`src/rtl/crc_serial_engine.sv`:
```
// Bit-serial CRC division engine: absorbs message bits one per clock, then
// snapshots the remainder and shifts it out MSB-first on request.
module crc_serial_engine #(
   parameter int               WIDTH = 16,
   parameter logic [WIDTH-1:0] POLY  = 16'h1021,
   parameter logic [WIDTH-1:0] INIT  = 16'h0000,
   parameter int               CNT_W = 6
) (
   input  logic             CLK,
   input  logic             RESET_N,
   input  logic             CLEAR,
   input  logic             DATA_IN,
   input  logic             READ_MODE,
   output logic             CRC_OUT,
   output logic [WIDTH-1:0] CRC_VALUE,
   output logic [CNT_W-1:0] BIT_COUNT,
   output logic             FRAME_DONE,
   output logic             CRC_ZERO,
   output logic             OVERRUN
);

   typedef enum logic [1:0] {ACCUM, READOUT, DRAINED} state_t;

   localparam logic [CNT_W-1:0] CNT_MAX  = '1;
   localparam logic [CNT_W-1:0] CNT_ONE  = CNT_W'(1);
   localparam logic [CNT_W-1:0] CNT_LAST = CNT_W'(WIDTH);

   state_t             state_q, state_d;
   logic [WIDTH-1:0]   crc_reg, crc_d, crc_step;
   // The MSB goes straight to CRC_OUT on readout entry, so the shifter only
   // needs to keep the remaining WIDTH-1 bits.
   logic [WIDTH-2:0]   sr, sr_d;
   logic               out_d, done_d, zero_d, overrun_d;
   logic [WIDTH-1:0]   value_d;
   logic [CNT_W-1:0]   count_d, count_inc;

   always_comb begin
      state_d   = state_q;
      crc_d     = crc_reg;
      sr_d      = sr;
      out_d     = CRC_OUT;
      value_d   = CRC_VALUE;
      zero_d    = CRC_ZERO;
      count_d   = BIT_COUNT;
      done_d    = 1'b0;
      overrun_d = OVERRUN;
      crc_step  = {crc_reg[WIDTH-2:0], DATA_IN} ^ (crc_reg[WIDTH-1] ? POLY : '0);
      count_inc = (BIT_COUNT == CNT_MAX) ? BIT_COUNT : BIT_COUNT + CNT_ONE;

      if (CLEAR) begin
         state_d   = ACCUM;
         crc_d     = INIT;
         sr_d      = '0;
         out_d     = 1'b0;
         count_d   = '0;
         overrun_d = 1'b0;
      end else begin
         case (state_q)
            ACCUM: begin
               if (!READ_MODE) begin
                  crc_d   = crc_step;
                  count_d = count_inc;
                  out_d   = crc_step[WIDTH-1];
               end else begin
                  sr_d    = crc_reg[WIDTH-2:0];
                  value_d = crc_reg;
                  zero_d  = (crc_reg == '0);
                  out_d   = crc_reg[WIDTH-1];
                  count_d = CNT_ONE;
                  state_d = READOUT;
               end
            end
            READOUT: begin
               if (READ_MODE) begin
                  sr_d    = {sr[WIDTH-3:0], 1'b0};
                  out_d   = sr[WIDTH-2];
                  count_d = count_inc;
                  if (count_inc == CNT_LAST) begin
                     done_d  = 1'b1;
                     state_d = DRAINED;
                  end
               end else begin
                  crc_d     = INIT;
                  count_d   = '0;
                  overrun_d = 1'b0;
                  out_d     = 1'b0;
                  state_d   = ACCUM;
               end
            end
            DRAINED: begin
               if (READ_MODE) begin
                  out_d     = 1'b0;
                  overrun_d = 1'b1;
               end else begin
                  crc_d     = INIT;
                  count_d   = '0;
                  overrun_d = 1'b0;
                  out_d     = 1'b0;
                  state_d   = ACCUM;
               end
            end
            default: state_d = ACCUM;
         endcase
      end
   end

   always_ff @(posedge CLK or negedge RESET_N) begin
      if (!RESET_N) begin
         state_q    <= ACCUM;
         crc_reg    <= INIT;
         sr         <= '0;
         CRC_OUT    <= 1'b0;
         CRC_VALUE  <= '0;
         BIT_COUNT  <= '0;
         FRAME_DONE <= 1'b0;
         CRC_ZERO   <= 1'b0;
         OVERRUN    <= 1'b0;
      end else begin
         state_q    <= state_d;
         crc_reg    <= crc_d;
         sr         <= sr_d;
         CRC_OUT    <= out_d;
         CRC_VALUE  <= value_d;
         BIT_COUNT  <= count_d;
         FRAME_DONE <= done_d;
         CRC_ZERO   <= zero_d;
         OVERRUN    <= overrun_d;
      end
   end

endmodule
```
`config.mk`:
```
export PLATFORM = sky130hd
export DESIGN_NAME = crc_serial_engine
export DESIGN_NICKNAME = d
export VERILOG_FILES = /design/src/rtl/crc_serial_engine.sv
export SDC_FILE = /design/constraint.sdc
export NUM_CORES = 1
export LEC_CHECK = 0
export ABC_AREA = 1
export CORE_UTILIZATION = 40
export DETAILED_ROUTE_END_ITERATION = 6
export DONT_BUFFER_PORTS = 1
export GPL_TIMING_DRIVEN = 1
export PLACE_DENSITY_LB_ADDON = 0.12
export SKIP_CTS_REPAIR_TIMING = 1
export SLEW_MARGIN = 20
export SYNTH_ARGS = -nofsm -noshare
export SYNTH_HDL_FRONTEND = slang
export SYNTH_SLANG_ARGS = --single-unit
```
`constraint.sdc`:
```
create_clock -name CLK -period 2.4 [get_ports CLK]
set_input_delay 0.36 -clock CLK [delete_from_list [all_inputs] [get_ports CLK]]
set_output_delay 0.36 -clock CLK [all_outputs]
set_load 0.1 [all_outputs]
```
# == After elaboration in Yosys (flattened, before gate mapping) ==
# Index checks and enable logic that the tools add are counted.
# op_classes
bitwise,2
eq_ne,11
multipliers,0
reduce_logical,13
n_shift,0
n_mux,33
div_mod_pow,0
n_addsub,1
order_cmp,0
# ops
op,count
16-bit 2-to-1 mux,3
15-bit 2-to-1 mux,3
16-bit case mux with 2 select lines,1
6-bit 2-to-1 mux,5
15-bit case mux with 2 select lines,1
3-bit inequality test (second input constant),6
6-bit case mux with 3 select lines,1
16-bit zero test,1
16-bit by 13-bit bitwise XOR with 16-bit output,1
13-bit 2-to-1 mux,1
3-bit AND reduction,4
1-bit 2-to-1 mux,10
2-bit 2-to-1 mux,5
3-bit nonzero test,3
6-bit by 1-bit adder with 6-bit output (second input constant),1
6-bit by 5-bit equality test with 1-bit output (second input constant),1
6-bit equality test (second input constant),1
2-bit case mux with 3 select lines,1
4-bit inequality test (second input constant),1
2-bit AND reduction,2
4-bit nonzero test,1
1-bit case mux with 3 select lines,1
2-bit by 1-bit equality test with 1-bit output (second input constant),1
2-bit equality test (second input constant),1
4 further kinds,4
# word_totals
elab_cells,69
output_inout_bits,26
reg_bits,59
ramBits,0
inputBits,5
latchBits,0
memories,0
romBits,0

# == Longest topological paths before layout ==
# depth
word_depth,7
depth_mapped,12
ltp_nobuf,12

# == Least setup slack after synthesis ==
# Ideal clock, no wire load.
# synth_path
path_type,reg2reg
start,reg BIT_COUNT[0]
end,reg state_q[0]
synth_period_minus_slack_ns,2.245
path_stages_with_launch,11
required_ns,2.284
arrival_time_ns,2.128
setup_time_ns,0.116
n_path_buf,0
slack_ns,0.155
cell_sequence,dfrtp_1 -> ha_1 -> nand2_2 -> nor2_2 -> nand2_2 -> nand2_2 -> nand3_1 -> nor2_2 -> nand3_2 -> nand3_1 -> nand2_1
# synth_between
elab_chain_cells,5
word_cells_on_any_way,6
cone_classes,add/sub (1); eq/ne (3); mux (1); reduce/logical (1)
# synth_lines
item,line,source
start: declaration,16,"output logic [CNT_W-1:0] BIT_COUNT,"
start signal: assignment,124,BIT_COUNT <= count_d;
6-bit by 1-bit adder with 6-bit output or 6-bit equality test (tied branches),48,count_inc = (BIT_COUNT == CNT_MAX) ? BIT_COUNT : BIT_COUNT + CNT_ONE;
6-bit 2-to-1 mux *,48,
6-bit by 5-bit equality test with 1-bit output *,78,if (count_inc == CNT_LAST) begin
4-bit inequality test (no line) *,-,
3-bit AND reduction (no line) *,-,
end signal: assignment,119,state_q <= state_d;
end: declaration,28,"state_t state_q, state_d;"
# Every way passes the cells marked *; elsewhere a longest branch is shown, timed or not.
# A chain may end at the register's enable or synchronous reset.

# == Worst setup path in the final report ==
# layout_path
start,reg state_q[0]
end,reg BIT_COUNT[1]
# layout_between
elab_chain_cells,3
word_cells_on_any_way,8
cone_classes,eq/ne (3); mux (2); reduce/logical (3)
# layout_lines
item,line,source
"2-bit equality test, or another cell as far along",58,case (state_q)
"6-bit case mux with 3 select lines, or another cell as far along",58,
6-bit 2-to-1 mux or 2-bit AND reduction (tied branches),-,
# Several ways; a longest one is shown, not always the timed one.

==> impl_metrics.json <==
{
  "grt_max_degree": 60,
  "rsz0062_at_grt": "false",
  "start_kind": "flop",
  "finalSetupViolations": 0,
  "yosys-top-cells-count": "nand2_1, dfrtp_1, inv_1, o21ai_0, nand3_1",
  "cts_sinks": 59,
  "synth_fp_nets": 334,
  "slew_violations": 0,
  "reg2regPathDepth": 8,
  "worstHoldPathType": "input pin to flop",
  "ys_seq_area_share_pct": 53.4,
  "max_freq_mhz": 569,
  "synth_warnings": 0,
  "chipHeight_um": 85.1,
  "synth_edf_count": 0,
  "cp_common_cell": "nand2_1",
  "cts_tree": "done",
  "cp_max_fo": 5,
  "cts_root_buf": "clkbuf_8",
  "drive_gt1_share_pct": 12.6,
  "io_pins": 31,
  "ys.flop_type": "dfrtp_1",
  "grt_pass1_wl_mm": 10.2,
  "first_global_vias": 2114,
  "portBuffers": 0,
  "hold_viol_final": 0,
  "worstPathCellList": "inv_1 -> ha_1 -> nor2_4 -> nand2_1 -> nand2_1 -> nor2_1 -> nand3_1 -> o21ai_1",
  "worst_pin_slew_ps": 923,
  "vias": 2177,
  "dr_wl_met2_mm": 2.88,
  "cp_data_required_time_ps": 2660,
  "antenna_found_initial": 0,
  "dpl-instance-area_um2": 2900,
  "netlist_top_cells_area": "dfrtp_1, o21ai_0, nand2_1",
  "dp_cells": 400,
  "max_stage_delay_ps": 400,
  "end_kind": "flop",
  "antenna_cells": 0,
  "syn2layout_area_growth_pct": 13.3,
  "dieArea_um2": 7250,
  "skew_ps": 11.1,
  "cts_max_level": 3,
  "top_layer_used": "met4",
  "cts_buffers": 9,
  "finalSetupTns_ps": 0,
  "worstHoldPathCells": 3,
  "status": "finished clean",
  "cpMaxStageDelayCell": "ha_1",
  "fin_cells": 418,
  "initial_core_util_pct": 42.6,
  "netlist.area_leader.share_pct": 53.4,
  "slew_headroom_pct": 38.5,
  "finalCritPeriodShare_pct": 73.2,
  "crit_type": "flop to flop",
  "synthArstFlopShare_pct": 100,
  "synth_area_um2": 2770,
  "wl_met1_mm": 2.73,
  "drv_cap": 0,
  "design_area_um2": 3130,
  "synthCells": 324,
  "fin_nets": 346,
  "min_period_ps": 1760,
  "holdWs_ps": 177,
  "drtIter0Drc": 154,
  "place_congestion": 0.774,
  "yosysTopAreaCell": "dfrtp_1",
  "yosysMostFrequentCell": "nand2_1",
  "clk_pin_slew_ps": 70,
  "num-fill-cells": 624,
  "arrival_ps": 2020,
  "dr.pass1.iters": 4,
  "synth.avg_cell_area_um2": 8.53,
  "globalRoute.totalOverflow": 0,
  "die_x_um": 85.1,
  "ir_worst_vdd_v": 0.000545,
  "power_leakage_nw": 1.41,
  "wl_met3_um": 298,
  "ant_nets": 0,
  "p_per_area_nw_per_um2": 778,
  "via_per_inst": 5.21,
  "power_w": 0.00244,
  "grtUsageTotal_pct": 18.4,
  "wl_per_cell_um": 14.3,
  "core_um2": 6490,
  "drc_errors": 0,
  "clkLatencyLatePin_ps": 340,
  "dp_hpwl_mm": 4.04,
  "ys_ff_latch": 59,
  "ys_types": 26,
  "fp-row-count": 29,
  "routed_wl_mm": 5.96,
  "clk_path_buf_depth": 2
}
==> cell type report <==
type / count / area (um^2) / share of cell area, %
Clock buffer: 9 / 124 / 3.95
Clock inverter: 7 / 77.6 / 2.48
Inverter: 51 / 191 / 6.11
Multi-Input combinational cell: 201 / 1040 / 33.2
Sequential cell: 59 / 1480 / 47.1
Tap cell: 77 / 96.3 / 3.07
Timing Repair Buffer: 14 / 128 / 4.07
==> where the power goes <==
group / total (W) / switching (W) / internal, W / leakage (nW)
registers: 0.00117 / 0.000141 / 0.00103 / 0.816
clock network: 0.000920 / 0.000434 / 0.000486 / 0.0998
logic: 0.000352 / 0.000260 / 0.0000920 / 0.490
total: 0.00244 / 0.000835 / 0.00161 / 1.41
==> kinds of logic after synthesis <==
| kind of cell | count (synthesis) | synth area share [%] |
|---|---|---|
| adder cells (fa/ha/maj) | 5 | 2.26 |
| buffers and inverters | 64 | 9.09 |
| AND/OR/NAND/NOR | 113 | 18.6 |
| flip-flops | 59 | 53.4 |
| XOR/XNOR | 3 | 0.950 |
| AO/OA/AOI/OAI | 80 | 15.7 |
==> placed cells by master (no fill, tap or decap), drive strengths merged <==
master / synthesis / final
clkinv: 0 / 4
dfrtp: 59 / 59
o211ai: 1 / 1
o22ai: 17 / 17
nand4: 5 / 5
o21bai: 1 / 1
inv: 51 / 52
nor4: 4 / 4
xor2: 3 / 3
a21oi: 7 / 7
clkinvlp: 0 / 1
ha: 5 / 5
clkbuf: 6 / 9
o2111ai: 1 / 1
buf: 7 / 13
and2: 1 / 1
bufinv: 0 / 1
nand2: 64 / 64
dlygate4sd3: 0 / 1
nor2: 18 / 18
o21ai: 53 / 53
nand3: 21 / 21
==> metal layers <==
layer / vias to the layer above / GRT usage [%]
met4: 0 / 4.16
met3: 7 / 7.39
met2: 40 / 30.6
met5: - / 0
met1: 1043 / 22.4
li1: 1087 / -
==> critical path, delay by kind of cell (launching register included) <==
family / cells / cell delay (ps)
AND/OR/NAND/NOR: 5 / 630
adder cells (fa/ha/maj): 1 / 400
flip-flops: 1 / 380
AO/OA/AOI/OAI: 1 / 190
buffers and inverters: 1 / 80
==> stage by stage <==
stage	utilization, %	setup WS, ps
after global placement	44.6	681
after global routing	48.3	407
after floorplan	-	155
after detailed placement	44.6	631
after CTS	47.7	627
final	48.3	643
==> worst paths after layout <==
| path | startpoint | slack, ps | end |
|---|---|---|---|
| max | state_q[0] | 640 | BIT_COUNT[1] |
| min | CLEAR | 180 | state_q[0] |
| max reg2reg | state_q[0] | 640 | BIT_COUNT[1] |
| min reg2reg | crc_reg[6] | 540 | crc_reg[7] |
| max in group asynchronous | RESET_N | 1580 | CRC_VALUE[14] |
| min in group asynchronous | RESET_N | 570 | crc_reg[8] |
Note: power is estimated with default switching activity, not from simulation.
